[src/rtl/axi_pcie_irq_pkg.sv]
// ---------------------------------------------------------------------------
// axi_pcie_irq_pkg
// Shared types and helpers for the AXI PCIe interrupt generator:
//   - irq_state_e  : request FSM states (IDLE, REQ, GAP)
//   - MAX_VEC_LOG2 : largest MSI vector-width exponent the bridge can grant
//   - vec_mask()   : turns the bridge's MSI_Vector_Width into a vector mask
// ---------------------------------------------------------------------------
package axi_pcie_irq_pkg;

  typedef enum logic [1:0] {
    IDLE = 2'd0,
    REQ  = 2'd1,
    GAP  = 2'd2
  } irq_state_e;

  localparam int MAX_VEC_LOG2 = 5;

  // The bridge reports log2 of the allocated vector count. Anything above
  // 5 is clamped because MSI_Vector_Num is only 5 bits wide.
  function automatic logic [MAX_VEC_LOG2-1:0] vec_mask(input logic [2:0] width);
    logic [2:0]            w;
    logic [MAX_VEC_LOG2:0] m;
    w = (width > 3'(MAX_VEC_LOG2)) ? 3'(MAX_VEC_LOG2) : width;
    m = ((MAX_VEC_LOG2+1)'(1) << w) - (MAX_VEC_LOG2+1)'(1);
    return MAX_VEC_LOG2'(m);
  endfunction

endpackage

[src/rtl/rr_arbiter.sv]
// ---------------------------------------------------------------------------
// rr_arbiter
// Combinational round-robin pick with a registered priority pointer.
// The first requesting channel at or after the pointer (with wrap-around)
// wins. The pointer moves only when the owner reports a completed service,
// and then points just past the serviced channel.
// Ports:
//   clk, reset  : clock and synchronous active-high reset (pointer -> 0)
//   req_i       : per-channel request vector
//   upd_en_i    : advance pointer this cycle
//   upd_idx_i   : channel that was serviced; pointer becomes upd_idx_i + 1
//   gnt_oh_o    : one-hot winner (0 when nothing requests)
//   gnt_idx_o   : binary index of the winner
//   found_o     : at least one channel requests
// ---------------------------------------------------------------------------
module rr_arbiter #(
  parameter int NUM_CH = 4
) (
  input  logic                                    clk,
  input  logic                                    reset,
  input  logic [NUM_CH-1:0]                       req_i,
  input  logic                                    upd_en_i,
  input  logic [((NUM_CH > 1) ? $clog2(NUM_CH) : 1)-1:0] upd_idx_i,
  output logic [NUM_CH-1:0]                       gnt_oh_o,
  output logic [((NUM_CH > 1) ? $clog2(NUM_CH) : 1)-1:0] gnt_idx_o,
  output logic                                    found_o
);

  localparam int IDX_W = (NUM_CH > 1) ? $clog2(NUM_CH) : 1;
  localparam logic [IDX_W:0] NCH = (IDX_W+1)'(NUM_CH);

  logic [IDX_W-1:0] ptr_q, ptr_d;
  logic [NUM_CH-1:0] rot;
  logic [IDX_W-1:0] off;
  logic [IDX_W:0]   sum;
  logic [IDX_W:0]   nxt;

  // Rotate the request vector so the pointer position lands on bit 0; the
  // lowest set bit of the rotated vector is then the round-robin winner.
  assign rot = NUM_CH'({req_i, req_i} >> ptr_q);

  always_comb begin
    found_o = 1'b0;
    off     = '0;
    for (int i = NUM_CH - 1; i >= 0; i--) begin
      if (rot[i]) begin
        found_o = 1'b1;
        off     = IDX_W'(i);
      end
    end
    sum = {1'b0, ptr_q} + {1'b0, off};
    if (sum >= NCH) begin
      sum = sum - NCH;
    end
    gnt_idx_o = sum[IDX_W-1:0];
    gnt_oh_o  = found_o ? (NUM_CH'(1) << gnt_idx_o) : '0;
  end

  always_comb begin
    ptr_d = ptr_q;
    nxt   = {1'b0, upd_idx_i} + (IDX_W+1)'(1);
    if (nxt >= NCH) begin
      nxt = '0;
    end
    if (upd_en_i) begin
      ptr_d = nxt[IDX_W-1:0];
    end
  end

  always_ff @(posedge clk) begin
    if (reset) begin
      ptr_q <= '0;
    end else begin
      ptr_q <= ptr_d;
    end
  end

endmodule

[src/rtl/axi_pcie_irq_gen.sv]
// ---------------------------------------------------------------------------
// axi_pcie_irq_gen
// Interrupt request generator for the AXI PCIe bridge. User pulses are edge
// detected into per-channel pending bits; one enabled, pending channel at a
// time is presented to the bridge on INTX_MSI_Request / MSI_Vector_Num under
// round-robin arbitration. Each request ends by grant, timeout or link loss
// and is followed by an enforced idle gap.
// Ports:
//   axi_clk_pcie, sys_reset      : clock, synchronous active-high reset
//   irq_pulse[NUM_CH]            : user requests, rising edge sets pending
//   irq_enable[NUM_CH]           : arbitration mask (pending still latches)
//   user_link_up                 : link status, gates and aborts requests
//   MSI_enable, MSI_Vector_Width : bridge MSI configuration
//   INTX_MSI_Grant               : bridge acknowledge (one cycle)
//   INTX_MSI_Request             : request to bridge
//   MSI_Vector_Num               : vector of the current request
//   irq_pending, irq_busy        : status
//   timeout_err                  : sticky timeout flag
//   grant_count, timeout_count   : wrapping statistics
// ---------------------------------------------------------------------------
module axi_pcie_irq_gen
  import axi_pcie_irq_pkg::*;
#(
  parameter int NUM_CH         = 4,
  parameter int GAP_CYCLES     = 16,
  parameter int TIMEOUT_CYCLES = 4096,
  parameter int CNT_W          = 32
) (
  input  logic              axi_clk_pcie,
  input  logic              sys_reset,
  input  logic [NUM_CH-1:0] irq_pulse,
  input  logic [NUM_CH-1:0] irq_enable,
  input  logic              user_link_up,
  input  logic              MSI_enable,
  input  logic [2:0]        MSI_Vector_Width,
  input  logic              INTX_MSI_Grant,
  output logic              INTX_MSI_Request,
  output logic [4:0]        MSI_Vector_Num,
  output logic [NUM_CH-1:0] irq_pending,
  output logic              irq_busy,
  output logic              timeout_err,
  output logic [CNT_W-1:0]  grant_count,
  output logic [CNT_W-1:0]  timeout_count
);

  localparam int IDX_W   = (NUM_CH > 1) ? $clog2(NUM_CH) : 1;
  localparam int TMR_MAX = (TIMEOUT_CYCLES > GAP_CYCLES) ? TIMEOUT_CYCLES : GAP_CYCLES;
  localparam int TMR_W   = $clog2(TMR_MAX + 1);
  localparam logic [TMR_W-1:0] TO_LAST  = TMR_W'(TIMEOUT_CYCLES - 1);
  // A zero-length gap still spends one cycle in GAP.
  localparam logic [TMR_W-1:0] GAP_LAST = TMR_W'((GAP_CYCLES == 0) ? 0 : GAP_CYCLES - 1);

  irq_state_e        state_q, state_d;
  logic [NUM_CH-1:0] pulse_q, pulse_d;
  logic [NUM_CH-1:0] pending_q, pending_d;
  logic [IDX_W-1:0]  ch_idx_q, ch_idx_d;
  logic [NUM_CH-1:0] ch_oh_q, ch_oh_d;
  logic [4:0]        vec_q, vec_d;
  logic              req_q, req_d;
  logic              busy_q, busy_d;
  logic [TMR_W-1:0]  tmr_q, tmr_d;
  logic              terr_q, terr_d;
  logic [CNT_W-1:0]  gcnt_q, gcnt_d;
  logic [CNT_W-1:0]  tcnt_q, tcnt_d;

  logic [NUM_CH-1:0] pend_set;
  logic [NUM_CH-1:0] eligible;
  logic [NUM_CH-1:0] arb_oh;
  logic [IDX_W-1:0]  arb_idx;
  logic              arb_found;
  logic              grant_hit;

  assign pend_set  = irq_pulse & ~pulse_q;
  assign eligible  = pending_q & irq_enable;
  // Grants are only meaningful while a request is outstanding.
  assign grant_hit = (state_q == REQ) && INTX_MSI_Grant;

  rr_arbiter #(
    .NUM_CH (NUM_CH)
  ) u_arb (
    .clk       (axi_clk_pcie),
    .reset     (sys_reset),
    .req_i     (eligible),
    .upd_en_i  (grant_hit),
    .upd_idx_i (ch_idx_q),
    .gnt_oh_o  (arb_oh),
    .gnt_idx_o (arb_idx),
    .found_o   (arb_found)
  );

  always_comb begin
    state_d   = state_q;
    pulse_d   = irq_pulse;
    pending_d = pending_q | pend_set;
    ch_idx_d  = ch_idx_q;
    ch_oh_d   = ch_oh_q;
    vec_d     = vec_q;
    req_d     = req_q;
    tmr_d     = tmr_q;
    terr_d    = terr_q;
    gcnt_d    = gcnt_q;
    tcnt_d    = tcnt_q;

    case (state_q)
      IDLE: begin
        req_d = 1'b0;
        tmr_d = '0;
        if (user_link_up && arb_found) begin
          state_d  = REQ;
          req_d    = 1'b1;
          ch_idx_d = arb_idx;
          ch_oh_d  = arb_oh;
          vec_d    = MSI_enable ? (5'(arb_idx) & vec_mask(MSI_Vector_Width)) : 5'd0;
        end
      end

      REQ: begin
        if (grant_hit) begin
          // A fresh edge on the serviced channel in the grant cycle survives.
          pending_d = (pending_q & ~ch_oh_q) | pend_set;
          gcnt_d    = gcnt_q + CNT_W'(1);
          req_d     = 1'b0;
          tmr_d     = '0;
          state_d   = GAP;
        end else if (!user_link_up) begin
          req_d   = 1'b0;
          tmr_d   = '0;
          state_d = GAP;
        end else if (tmr_q == TO_LAST) begin
          terr_d  = 1'b1;
          tcnt_d  = tcnt_q + CNT_W'(1);
          req_d   = 1'b0;
          tmr_d   = '0;
          state_d = GAP;
        end else begin
          tmr_d = tmr_q + TMR_W'(1);
        end
      end

      GAP: begin
        req_d = 1'b0;
        if (tmr_q == GAP_LAST) begin
          tmr_d   = '0;
          state_d = IDLE;
        end else begin
          tmr_d = tmr_q + TMR_W'(1);
        end
      end

      default: begin
        req_d   = 1'b0;
        tmr_d   = '0;
        state_d = IDLE;
      end
    endcase

    busy_d = (state_d != IDLE);
  end

  always_ff @(posedge axi_clk_pcie) begin
    if (sys_reset) begin
      state_q   <= IDLE;
      pulse_q   <= '0;
      pending_q <= '0;
      ch_idx_q  <= '0;
      ch_oh_q   <= '0;
      vec_q     <= '0;
      req_q     <= 1'b0;
      busy_q    <= 1'b0;
      tmr_q     <= '0;
      terr_q    <= 1'b0;
      gcnt_q    <= '0;
      tcnt_q    <= '0;
    end else begin
      state_q   <= state_d;
      pulse_q   <= pulse_d;
      pending_q <= pending_d;
      ch_idx_q  <= ch_idx_d;
      ch_oh_q   <= ch_oh_d;
      vec_q     <= vec_d;
      req_q     <= req_d;
      busy_q    <= busy_d;
      tmr_q     <= tmr_d;
      terr_q    <= terr_d;
      gcnt_q    <= gcnt_d;
      tcnt_q    <= tcnt_d;
    end
  end

  assign INTX_MSI_Request = req_q;
  assign MSI_Vector_Num   = vec_q;
  assign irq_pending      = pending_q;
  assign irq_busy         = busy_q;
  assign timeout_err      = terr_q;
  assign grant_count      = gcnt_q;
  assign timeout_count    = tcnt_q;

endmodule

[config.mk]
export PLATFORM = sky130hd
export DESIGN_NAME = axi_pcie_irq_gen
export DESIGN_NICKNAME = d
export VERILOG_FILES = /design/src/rtl/axi_pcie_irq_pkg.sv /design/src/rtl/rr_arbiter.sv /design/src/rtl/axi_pcie_irq_gen.sv
export SDC_FILE = /design/constraint.sdc
export NUM_CORES = 1
export LEC_CHECK = 0
export CELL_PAD_IN_SITES_DETAIL_PLACEMENT = 1
export CELL_PAD_IN_SITES_GLOBAL_PLACEMENT = 1
export CORE_MARGIN = 3
export CORE_UTILIZATION = 34
export DETAILED_ROUTE_END_ITERATION = 6
export GPL_ROUTABILITY_DRIVEN = 0
export HOLD_SLACK_MARGIN = 0.12
export MAX_ROUTING_LAYER = met4
export PLACE_DENSITY = 0.74
export SYNTH_ARGS = -nofsm -noshare
export SYNTH_HDL_FRONTEND = slang
export SYNTH_SLANG_ARGS = --single-unit
[constraint.sdc]
create_clock -name axi_clk_pcie -period 2 [get_ports axi_clk_pcie]
set_input_delay 0.2 -clock axi_clk_pcie [delete_from_list [all_inputs] [get_ports axi_clk_pcie]]
set_output_delay 0.2 -clock axi_clk_pcie [all_outputs]
set_load 0.005 [all_outputs]
==> results.toml <==
[clock_tree]
cts_tree = "built"
clockBufferDepth = 2
clk_latency_ps = 350
cts_hold_buf = 0
clock-sinks = 100
htreeDepth = 3
root_buffer = "clkbuf_16"
cts.clk_slew.worst_paths_ps = 60
cts_made_buffers = 9

[timing]
final.min_clock_period_ps = 2010
setup_ws_ps = -11.7
setup_tns_ps = -22.1
rsz0062_at_grt = "yes"
finalCritPeriodShare = 1.01
hold_viol = 0
slew_viol_final = 0
holdWs_ps = 331
max_freq_mhz = 497
setup_viol_count_final = 3
fin_worst_skew_ps = 5.50

[logic_synthesis]
synth_cell_type_count = 46
syn_area_um2 = 4610
synth.most_common_cell = "dfxtp_1"
synth_edf_count = 0
synthArstFlopShare = 0
ys_ff_latch = 100
synthTopCellsByArea = "dfxtp_1 43%, xor2_1 5.7%, nor2_1 5.0%"
yosysWarnings = 0
seq_area_frac_synth = 0.435
netlist_instances = 544
netlist.area_leader.share = 0.435
synth_top_area_cell = "dfxtp_1"
synth_ff_type = "dfxtp_1"
synthTopCellsByCount = "100 x dfxtp_1, 61 x nor2_1, 50 x nand2_1"
syn_area_per_cell_um2 = 8.47

[worst_setup_path]
path_cells = "ha_4 > nand3_4 > nor4_4 > nand3_2 > buf_6 > or4_4 > a21oi_1"
critPathTopFamily = "simple AND/OR/NAND/NOR gates"
r2r_slack_ps = -10
crit_path_end_kind = "flop"
cp.required_ps = 2270
r2r_cells = 7
worst_setup_path_start_kind = "flop"
slowest_delay_ps = 470
critical_path_class = "flop to flop"
path_buf_inv = 1
r2r-start = "tmr_q[1]"
crit_cells = 7
critPathMaxFanout = 8
crit_arrival_ps = 2280
reg2reg_to = "timeout_count[22]"
crit_slowest_cell = "or4_4"

[cells_and_area]
drive_gt1_frac = 0.212
fin_nets = 718
area_growth_pct = 44.9
diodes = 0

[hold_path]
worstHoldStart = "sys_reset"
min_path_type = "primary input to flop"
min_to = "u_arb.ptr_q[0]"
hold_depth = 3

[detailed_routing]
vias = 4569
first_pass_iters = 4
drtIter0Drc = 218
vias_per_cell = 5.26
drc_errors = 0
wl_um = 14200
wl_per_cell_um = 16.3
ant_nets = 0

[power]
leakage_uw = 0.00236
irDropWorstVdd_v = 0.000415
pwr_density_cell_nw_per_um2 = 602
p_total_uw = 4020

[grt]
grt_overflow = 0
gr-usage-all-layers = 0.198
grt_max_degree = 36
antenna_found_initial = 0
grt_pass1_vias = 4712
grt_pass1_wl_um = 23200

[run]
max-cap-violations = 0

[placement]
io_buffers = 88
dp_hpwl_um = 9880

[floorplanning]
die_w_um = 122
die_area_um2 = 15000
start_util = 0.356
core.rowCount = 41
die_y_um = 122
num_io_pins = 92
core_area_um2 = 12900

[run_status]
status = "finished with violations"
violations = "negative setup slack"
-- stage by stage --
step	utilization	instance area, µm²	worst slack (ps)	cells
finish	0.516	6670	-11.7	869
global route	0.516	6670	-107	869
CTS	0.499	6450	-3.01	856
detailed placement	0.467	6030	-242	835
global placement	0.467	6030	-186	835
floorplan	-	4620	7.09	546
-- per-layer routing --
metal	global-route usage	routed length, µm	up-vias
met5	-	0	-
met4	0.0518	181	0
met3	0.0516	486	16
met2	0.325	7130	81
met1	0.243	6390	2243
li1	-	-	2229
-- registers in the layout, summed over array words and instances, names as in the netlist --
register and flops:
pulse_q 4, ch_idx_q 2, u_arb.ptr_q 2, timeout_count 32, irq_pending 4, INTX_MSI_Request 1, ch_oh_q 4, state_q 2
timeout_err 1, grant_count 32, MSI_Vector_Num 2, tmr_q 13, irq_busy 1
-- cell type report --
cell class	count	area, µm²
Clock buffer	13	260
Clock inverter	2	10.0
Fill cell	1511	6250
Inverter	15	56.3
Multi-Input combinational cell	404	2650
Sequential cell	100	2020
Tap cell	172	215
Timing Repair Buffer	163	1470
-- power breakdown --
part | switching [µW] | internal (µW) | leakage, µW | total, µW
Sequential | 27.3 | 2030 | 0.000815 | 2050
Clock | 740 | 902 | 0.000135 | 1640
Combinational | 166 | 157 | 0.00141 | 323
Total | 933 | 3090 | 0.00236 | 4020
-- worst max path at each step --
stage | start | endpoint | slack (ps)
2_1_floorplan | state_q[1] | grant_count[28] | 7
3_3_place_gp | INTX_MSI_Grant | grant_count[31] | -190
3_5_place_dp | INTX_MSI_Grant | grant_count[31] | -240
4_1_cts | tmr_q[6] | timeout_count[25] | -3
5_1_grt | tmr_q[1] | timeout_count[22] | -110
6_report | tmr_q[1] | timeout_count[22] | -10
-- worst reg2reg max path, delay by kind of cell, from the launching register on --
kind,cells,cell delay [ps]
compound gates,1,160
simple gates,4,1090
buf+inv,1,170
flops,1,350
fa+ha+maj,1,160
-- cells by family (layout without fill, tap and decap cells) --
family,after synthesis,after routing,share of synthesized area
fa+ha+maj,10,10,0.0266
compound gates,102,102,0.133
buf+inv,42,193,0.0369
simple gates,248,248,0.289
flops,100,100,0.435
xor+xnor,39,39,0.0742
mux,2,2,0.00462
other cells,1,3,0.000814
-- cells in the final DEF, fill, tap and decap left out, types with 4 or more instances in the layout --
master           count
xor2_1              30
nor2_1              61
inv_1               14
o21ai_1              5
a21oi_1             39
nand2_1             50
and2_1               6
dfxtp_2             13
clkdlybuf4s50_1     87
or3_1               16
dfxtp_1             87
and3_1               5
nand2b_1             4
clkbuf_16            9
o31ai_1             14
o21ai_0             22
buf_4               70
a21oi_2              5
nand4_1             20
and4_1               7
or4_4               10
nand3_1             28
nor2b_1              8
ha_1                 6
buf_6                4
o31ai_2              5
or4_1               10
xnor2_1              8
-- repair_timing --
item | in CTS | in global routing
gates resized for setup | 23 | 39
endpoints found under the setup margin | 40 | 29
setup buffers | 5 | 13
pin swaps | 9 | 23
endpoints found under the hold margin | 0 | 0
cloned | 1 | 0
Power figures use the tool's default switching activity.
